--- src/rtl/pmk_pkg.sv ---
// Shared types and helpers for the pmk masked-pattern matcher.
// Mode and state encodings are common to the channel and top level.
package pmk_pkg;

  typedef enum logic [1:0] {
    EQ     = 2'b00,
    NEQ    = 2'b01,
    ALLSET = 2'b10,
    OFF    = 2'b11
  } mode_e;

  typedef enum logic [1:0] {
    IDLE  = 2'b00,
    COUNT = 2'b01,
    HIT   = 2'b10
  } state_e;

  // Index width: at least one bit, even for a single channel.
  function automatic int idx_w(input int n);
    return (n > 2) ? $clog2(n) : 1;
  endfunction

endpackage

--- src/rtl/pmk_channel.sv ---
// One match channel: config registers, compare, hold counter, hit FSM and pulse.
// Latency: match 1 cycle after the (hold+1)th consecutive true compare; no backpressure.
module pmk_channel
  import pmk_pkg::*;
#(
  parameter int WIDTH  = 16,
  parameter int HOLD_W = 4
) (
  input  logic              clk,
  input  logic              rst_n,
  input  logic              en,
  input  logic [WIDTH-1:0]  din,
  input  logic              cfg_we,
  input  logic [1:0]        cfg_mode,
  input  logic [WIDTH-1:0]  cfg_pattern,
  input  logic [WIDTH-1:0]  cfg_mask,
  input  logic [HOLD_W-1:0] cfg_hold,
  output logic              match,
  output logic              hit_pulse
);

  mode_e             mode_q;
  logic [WIDTH-1:0]  pattern_q;
  logic [WIDTH-1:0]  mask_q;
  logic [HOLD_W-1:0] hold_q;

  state_e            state_q, state_n;
  logic [HOLD_W-1:0] cnt_q, cnt_n;
  logic              pulse_q, pulse_n;
  logic              cond;

  always_ff @(posedge clk or negedge rst_n) begin
    if (!rst_n) begin
      mode_q    <= OFF;
      pattern_q <= '0;
      mask_q    <= '0;
      hold_q    <= '0;
    end else if (cfg_we) begin
      mode_q    <= mode_e'(cfg_mode);
      pattern_q <= cfg_pattern;
      mask_q    <= cfg_mask;
      hold_q    <= cfg_hold;
    end
  end

  always_comb begin
    cond = 1'b0;
    case (mode_q)
      EQ:      cond = ((din ^ pattern_q) & mask_q) == '0;
      NEQ:     cond = ((din ^ pattern_q) & mask_q) != '0;
      ALLSET:  cond = (din & mask_q) == mask_q;
      default: cond = 1'b0;
    endcase
  end

  always_ff @(posedge clk or negedge rst_n) begin
    if (!rst_n) begin
      state_q <= IDLE;
      cnt_q   <= '0;
      pulse_q <= 1'b0;
    end else begin
      state_q <= state_n;
      cnt_q   <= cnt_n;
      pulse_q <= pulse_n;
    end
  end

  // A config write wins over everything, including a frozen (en=0) channel.
  always_comb begin
    state_n = state_q;
    cnt_n   = cnt_q;
    if (cfg_we) begin
      state_n = IDLE;
      cnt_n   = '0;
    end else if (en) begin
      if (cond) begin
        cnt_n   = (cnt_q == '1) ? cnt_q : cnt_q + 1'b1;
        state_n = (cnt_q >= hold_q) ? HIT : COUNT;
      end else begin
        state_n = IDLE;
        cnt_n   = '0;
      end
    end
    pulse_n = (state_n == HIT) && (state_q != HIT);
  end

  always_comb begin
    match     = (state_q == HIT);
    hit_pulse = pulse_q;
  end

endmodule

--- src/rtl/pmk_match_seq.sv ---
// N_CH programmable debounced masked-pattern matchers with lowest-index hit encoder.
// Latency: match/hit_pulse registered (hold+1 cycles); any_match/hit_idx combinational; no backpressure.
module pmk_match_seq
  import pmk_pkg::*;
#(
  parameter  int WIDTH  = 16,
  parameter  int N_CH   = 4,
  parameter  int HOLD_W = 4,
  localparam int IW     = idx_w(N_CH)
) (
  input  logic              clk,
  input  logic              rst_n,
  input  logic              en,
  input  logic [WIDTH-1:0]  din,
  input  logic              cfg_we,
  input  logic [IW-1:0]     cfg_ch,
  input  logic [1:0]        cfg_mode,
  input  logic [WIDTH-1:0]  cfg_pattern,
  input  logic [WIDTH-1:0]  cfg_mask,
  input  logic [HOLD_W-1:0] cfg_hold,
  output logic [N_CH-1:0]   match,
  output logic [N_CH-1:0]   hit_pulse,
  output logic              any_match,
  output logic [IW-1:0]     hit_idx
);

  for (genvar c = 0; c < N_CH; c++) begin : g_ch
    // Out-of-range cfg_ch values select no channel.
    pmk_channel #(
      .WIDTH  (WIDTH),
      .HOLD_W (HOLD_W)
    ) u_ch (
      .clk         (clk),
      .rst_n       (rst_n),
      .en          (en),
      .din         (din),
      .cfg_we      (cfg_we && (int'(cfg_ch) == c)),
      .cfg_mode    (cfg_mode),
      .cfg_pattern (cfg_pattern),
      .cfg_mask    (cfg_mask),
      .cfg_hold    (cfg_hold),
      .match       (match[c]),
      .hit_pulse   (hit_pulse[c])
    );
  end

  assign any_match = |match;

  always_comb begin
    hit_idx = '0;
    for (int i = N_CH - 1; i >= 0; i--) begin
      if (match[i]) hit_idx = IW'(i);
    end
  end

endmodule

--- config.mk ---
export PLATFORM = sky130hd
export DESIGN_NAME = pmk_match_seq
export DESIGN_NICKNAME = d
export VERILOG_FILES = /design/src/rtl/pmk_pkg.sv /design/src/rtl/pmk_channel.sv /design/src/rtl/pmk_match_seq.sv
export SDC_FILE = /design/constraint.sdc
export NUM_CORES = 1
export LEC_CHECK = 0
export BUFFER_PORTS_ARGS = -buffer_cell sky130_fd_sc_hd__buf_2
export CAP_MARGIN = 40
export CORE_ASPECT_RATIO = 0.5
export CORE_UTILIZATION = 60
export CTS_CLUSTER_SIZE = 40
export DETAILED_ROUTE_END_ITERATION = 16
export GPL_TIMING_DRIVEN = 0
export PLACE_DENSITY = 0.8
export SYNTH_ARGS = -nofsm -noshare
export SYNTH_HDL_FRONTEND = slang
export SYNTH_SLANG_ARGS = --single-unit
--- constraint.sdc ---
create_clock -name clk -period 2.46 [get_ports clk]
set_input_delay 0.615 -clock clk [delete_from_list [all_inputs] [get_ports clk]]
set_output_delay 0.615 -clock clk [all_outputs]
set_load 0.005 [all_outputs]
# --- Word-level counts from Yosys, hierarchy flattened ---
# Cells that the tools add are included.
classes:
  addsub: 4
  mul: 0
  div: 0
  n_lt_le_gt_ge: 4
  eq_ne: 35
  shift: 0
  muxes: 40
  bitwise: 12
  reduce_logical: 30
ops:
  columns: ["operator", "n"]
  rows:
  - ["$and A16 B16 Y16", 8]
  - ["$eq A16 B16 Y1", 4]
  - ["$logic_not A16 Y1", 4]
  - ["$mux W4", 16]
  - ["$reduce_bool A16 Y1", 4]
  - ["$xor A16 B16 Y16", 4]
  - ["$mux W2", 20]
  - ["$eq A2 B2 Y1 const B", 14]
  - ["$add A4 B1 Y4 const B", 4]
  - ["$eq A4 B4 Y1 const B", 4]
  - ["$ge A4 B4 Y1", 4]
  - ["$ne A3 B2 Y1 const B", 4]
  - ["$pmux W1 S3", 4]
  - ["$eq A2 B1 Y1 const B", 5]
  - ["$logic_not A2 Y1", 5]
  - ["$logic_and A1 B1 Y1", 8]
  - ["$ne A2 B2 Y1 const B", 4]
  - ["$reduce_and A2 Y1", 4]
  - ["$reduce_bool A2 Y1", 4]
  - ["$reduce_or A4 Y1", 1]
totals:
  ff_bits: 180
  latch_bits: 0
  ramBits: 0
  romBits: 0
  input_bits: 60
  word_cells: 153
  memories: 0

# --- Depth between registers and ports, before layout ---
depth:
  ltp_word: 9
  ltp_mapped: 8
  mapped_depth_nobuf: 8

# --- Hierarchy ---
# Synthesis repeated with hierarchy kept, for this count alone.
unflattened:
  hier_cells: 768
  hier_area_um2: 9351.5
by_module_without_submodules:
  columns: ["mod", "n_inst", "cells_each", "area_per_inst_um2", "seq_area_each_um2"]
  rows:
  - ["pmk_channel", 4, 189, 2317.2, 1128.6]
  - ["pmk_match_seq", 1, 12, 82.6, 0.0]

# --- Worst setup path before layout ---
# Ideal clock, no wire load.
synth_path:
  path_kind: "input-to-reg"
  startpoint: "input din[14]"
  endpoint: "register g_ch[1].u_ch.state_q[0]"
  setup_ns: 0.142
  arrival_ns: 2.096
  required_time_ns: 2.318
  path_slack_ns: 0.222
  path_stages: 8
  n_path_buf: 1
  path_cell_list: "buf_2 > xor2_1 > a22o_1 > a221oi_1 > nand4_1 > xor2_1 > a2bb2oi_1 > o21ai_0"
synth_via:
  elab_chain_cells: 7
  word_cells_on_any_way: 10
synth_rtl:
  columns: ["item", "line", "text"]
  rows:
  - ["start: declaration", "pmk_match_seq.sv:14", "input logic [WIDTH-1:0] din,"]
  - ["$xor A16 B16 Y16", "pmk_channel.sv:49, pmk_channel.sv:50", null]
  - ["$and A16 B16 Y16", "pmk_channel.sv:49, pmk_channel.sv:50", null]
  - ["$reduce_bool A16 Y1 or $logic_not A16 Y1 (tied branches)", "pmk_channel.sv:50, pmk_channel.sv:49", null]
  - ["$pmux W1 S3 *", "pmk_channel.sv:48", "case (mode_q)"]
  - ["$mux W2 *", "pmk_channel.sv:76", "if (cond) begin"]
  - ["$mux W2 *", "pmk_channel.sv:75", "end else if (en) begin"]
  - ["$mux W2 *", "pmk_channel.sv:72", "if (cfg_we) begin"]
  - ["net g_ch[1].u_ch.state_n[0]", "pmk_channel.sv:27", "state_e state_q, state_n;"]
  - ["end signal: assignment", "pmk_channel.sv:62", "state_q <= state_n;"]
  - ["end: declaration", "pmk_channel.sv:27", null]
# The timed path passes the listed nets; every way through them passes the cells marked *.
# A chain may end at the register's enable or synchronous reset.

# --- Worst setup path in the final report ---
layout_path:
  startpoint: "input din[6]"
  endpoint: "register g_ch[2].u_ch.cnt_q[2]"
layout_via:
  elab_chain_cells: 7
  word_cells_on_any_way: 12
layout_rtl:
  columns: ["item", "line", "text"]
  rows:
  - ["$xor A16 B16 Y16", "pmk_channel.sv:49, pmk_channel.sv:50", null]
  - ["$and A16 B16 Y16", "pmk_channel.sv:49, pmk_channel.sv:50", null]
  - ["$reduce_bool A16 Y1 or $logic_not A16 Y1 (tied branches)", "pmk_channel.sv:50, pmk_channel.sv:49", null]
  - ["$pmux W1 S3 *", "pmk_channel.sv:48", null]
  - ["$mux W4", "pmk_channel.sv:76", null]
  - ["$mux W4", "pmk_channel.sv:75", null]
  - ["$mux W4", "pmk_channel.sv:72", null]
  - ["end signal: assignment", "pmk_channel.sv:63", "cnt_q <= cnt_n;"]
  - ["end: declaration", "pmk_channel.sv:28", "logic [HOLD_W-1:0] cnt_q, cnt_n;"]
# Every way passes the cells marked *; elsewhere a longest branch is shown, timed or not. The select of a mux whose other input is x is not followed.

==> flow_summary_export.csv <==
group,metric,value,unit
place,portBuffers,52,
setup_path,crit_path_start_kind,"primary input",
timing,finClkSkew,0.00839,ns
timing,hold-worst-slack,0.122,ns
drt,firstDrtPassIters,5,
power_and_ir_drop,p_int,0.00577,W
drt,drtIter0Drc,1182,
timing,fin_crit_sh,0.972,
clock_tree,clock-sinks,180,
clock_tree,cts_root_buf,"clkbuf_16",
yosys,ys_ff_latch,180,
setup_path,path_common_cell,"nor3_2",
power_and_ir_drop,power.density,821,nW/µm²
yosys,syn-num-nets,1133,
floorplan,core_area,14700,µm²
timing,relSlewSlack,0.371,
setup_path,cpPeakStageDelay,0.65,ns
setup_path,r2r_start,"g_ch[2].u_ch.pattern_q[9]",
power_and_ir_drop,switching_share,0.319,
global_routing,antenna_found_initial,0,
setup_path,path_cells,"buf_2 -> xor2_1 -> a22oi_1 -> nand4_1 -> o211a_1 -> nor3_2 -> o21a_1 -> nor3_2",
timing,timing_max_transition_violations_final,0,
final_layout,area_growth,12.8,%
drt,drc,0,
yosys,ys_types,55,
floorplan,die-area,15800,µm²
yosys,postSynthAreaPerCell,8.69,µm²
drt,ant_nets,0,
power_and_ir_drop,sequentialPowerShare,0.454,
yosys,syn-cell-area,9150,µm²
drt,routed_wl,28500,µm
floorplan,start_util,0.624,
yosys,synth_warnings,0,
setup_path,cp_slowest_cell,"nor3_2",
drt,num_vias,8069,
final_layout,seqCellArea,4510,µm²
min_path,hold_class,"in2async",
clock_tree,htree_num_levels,4,
clock_tree,hold_buffers,0,
setup_path,cp.required,2.77,ns
power_and_ir_drop,finalPower,0.00848,W
global_routing,grt_usage,0.382,
final_layout,nFillCells,1152,
global_routing,grt_first_pass_wirelength,43200,µm
timing,post-route-min-period,2.39,ns
setup_path,rrSetupSlack,0.08,ns
flow_run,maxCapViolCount,0,
yosys,ys_seq_area_frac,0.493,
setup_path,worstRegToRegCells,7,
timing,setup_viol_count_final,0,
floorplan,io-pin-count,71,
clock_tree,numCtsBuffers,17,
setup_path,worstPathArrival,2.70,ns
clock_tree,cts_buffer_depth,2,
final_layout,layout.cells.most_common,"nand2_1",
final_layout,multiInputGateArea,4140,µm²
final_layout,fin_nets,1205,
setup_path,criticalPathCategory,"in2reg",
floorplan,die_h,89.3,µm
place,gp_routability_congestion,0.997,
drt,avgViaCountPerCell,6.04,
timing,finalHoldViolations,0,
yosys,yosys.area.top_type,"dfrtp_1",
power_and_ir_drop,p_leak,5.34,nW
final_layout,drive_gt1_frac,0.118,
power_and_ir_drop,combPwrFrac,0.207,
setup_path,cp_num_cells,8,
drt,post_drt_wl_per_cell,21.3,µm
setup_path,cp.buffers_inverters,1,
final_layout,mostFrequentLayoutCells,"432 x nand2_1, 172 x dfrtp_1, 65 x xor2_1",
timing,rsz0062_at_grt,"no",
final_layout,num_antenna_cells,0,
timing,fmax,418,MHz
floorplan,die_w,177,µm
power_and_ir_drop,pwr-share-clk,0.339,
setup_path,critPathCaptureType,"register",
clock_tree,clk_pin_slew,0.06,ns
clock_tree,cts_tree,"yes",
global_routing,grt_max_degree,111,
yosys,synth_top_area_share,0.470,
floorplan,rows,31,
yosys,synthTopCellsByArea,"dfrtp_1 47%, nand2_1 18%, xor2_1 6.2%",
global_routing,grt_pass1_vias,7267,
power_and_ir_drop,switching_power,0.00271,W
power_and_ir_drop,peakVddDrop,609,µV
timing,tightest_slew,0.943,ns
clock_tree,clkLatencyLatePin,0.44,ns
global_routing,grt_overflow,0,
setup_path,worst-path-max-fanout,8,
setup_path,regToRegEndpoint,"g_ch[2].u_ch.cnt_q[2]",
place,dp_hpwl,20800,µm
run_status,status,"completed",
setup_path,path_delay_family,"simple AND/OR/NAND/NOR gates",
yosys,synthCells,1053,
[power by group through the flow]
stage | Sequential, W | Combinational, W | Clock [W]
2_1_floorplan | 0.00374 | 0.00113 | 0
3_3_place_gp | 0.00386 | 0.00162 | 0
3_5_place_dp | 0.00387 | 0.00168 | 0
4_1_cts | 0.00383 | 0.00171 | 0.00288
5_1_grt | 0.00390 | 0.00193 | 0.00301
6_report | 0.00385 | 0.00175 | 0.00287
[cells in the mapped netlist (all sizes together)]
cell type / number
nor3: 7
inv: 44
and3: 3
a22oi: 24
nand4b: 3
a21o: 9
nor3b: 3
o22ai: 2
and4b: 1
o21a: 2
a2bb2oi: 2
and3b: 1
dfstp: 8
buf: 31
a31oi: 4
o32ai: 2
a22o: 10
a21oi: 12
a2111oi: 6
nor2: 14
o31ai: 4
a221oi: 9
dfrtp: 172
a221o: 1
and4: 1
nand2: 432
xor2: 65
nor4: 4
mux2i: 1
or3b: 1
a211oi: 11
o211a: 2
nand3b: 9
nand2b: 8
nand3: 14
a222oi: 4
xnor2: 1
nor2b: 20
or2: 2
nand4: 12
a2111o: 2
clkbuf: 37
o21ai: 33
ha: 20
[final cells by class]
| cell class | count | area share |
|---|---|---|
| buffer | 68 | 0.0327 |
| clock buffer | 19 | 0.0429 |
| clock inverter | 13 | 0.0167 |
| inverter | 44 | 0.0160 |
| multi-input combinational | 761 | 0.401 |
| sequential | 180 | 0.437 |
| tap | 198 | 0.0240 |
| timing repair buffer | 53 | 0.0288 |
[metal layers]
metal  GRT usage  vias up  routed length, µm
met2       0.573      468              12300
met1       0.556     3962              12600
met4       0.111        0                580
met3      0.0893       52               3030
li1            -     3587                  -
met5           0        -                  0
[sequential cells by signal, summed over array words and instances, names as in the netlist]
name and count:
g_ch.u_ch.pattern_q 64, g_ch.u_ch.hit_pulse 4, g_ch.u_ch.mask_q 64, g_ch.u_ch.cnt_q 16, g_ch.u_ch.hold_q 16, g_ch.u_ch.state_q 8
g_ch.u_ch.mode_q 8
[worst max-delay path by stage]
stage / from / end / slack, ns
after global placement: rst_n / g_ch[2].u_ch.hold_q[2] / -2.07
after CTS: g_ch[2].u_ch.pattern_q[9] / g_ch[2].u_ch.cnt_q[2] / 0.16
after global routing: g_ch[2].u_ch.pattern_q[11] / g_ch[2].u_ch.cnt_q[2] / 0.04
final: din[6] / g_ch[2].u_ch.cnt_q[2] / 0.07
after floorplan: din[14] / g_ch[1].u_ch.state_q[0] / 0.22
after detailed placement: din[0] / g_ch[1].u_ch.state_q[0] / -0.43
[worst register-to-register path, cell delays in order (launching register included)]
cell     delay (ns)
dfrtp_1        0.41
xor2_1         0.17
a22oi_1        0.31
nand4_1        0.19
o211a_1        0.25
nor3_2         0.65
o21a_1         0.25
nor3_2         0.04
[what timing repair did]
action	in CTS	in global routing
setup endpoints to repair	7	3
resized for setup	1	1
buffers inserted	0	0
[through the flow]
step | cell area (µm²) | setup WS (ns) | TNS (ns) | instances | util
CTS | 10300 | 0.159 | 0 | 1336 | 0.704
global placement | 9660 | -2.07 | -364.80 | 1303 | 0.659
detailed placement | 9690 | -0.432 | -6.51 | 1304 | 0.661
finish | 10300 | 0.0698 | 0 | 1336 | 0.704
floorplan | 9150 | 0.222 | 0 | 1053 | -
global route | 10300 | 0.0420 | 0 | 1336 | 0.704
[logic make-up (layout without fill, tap and decap cells)]
logic type               count (synthesis)  in the layout  synth area share
AND/OR/NAND/NOR                        535            535             0.247
adder cells (fa/ha/maj)                 20             20            0.0274
XOR/XNOR                                66             66            0.0632
AO/OA/AOI/OAI                          139            139             0.113
multiplexers                             1              1           0.00109
flip-flops                             180            180             0.493
buffers and inverters                  112            197            0.0550
Power figures use the tool's default switching activity.
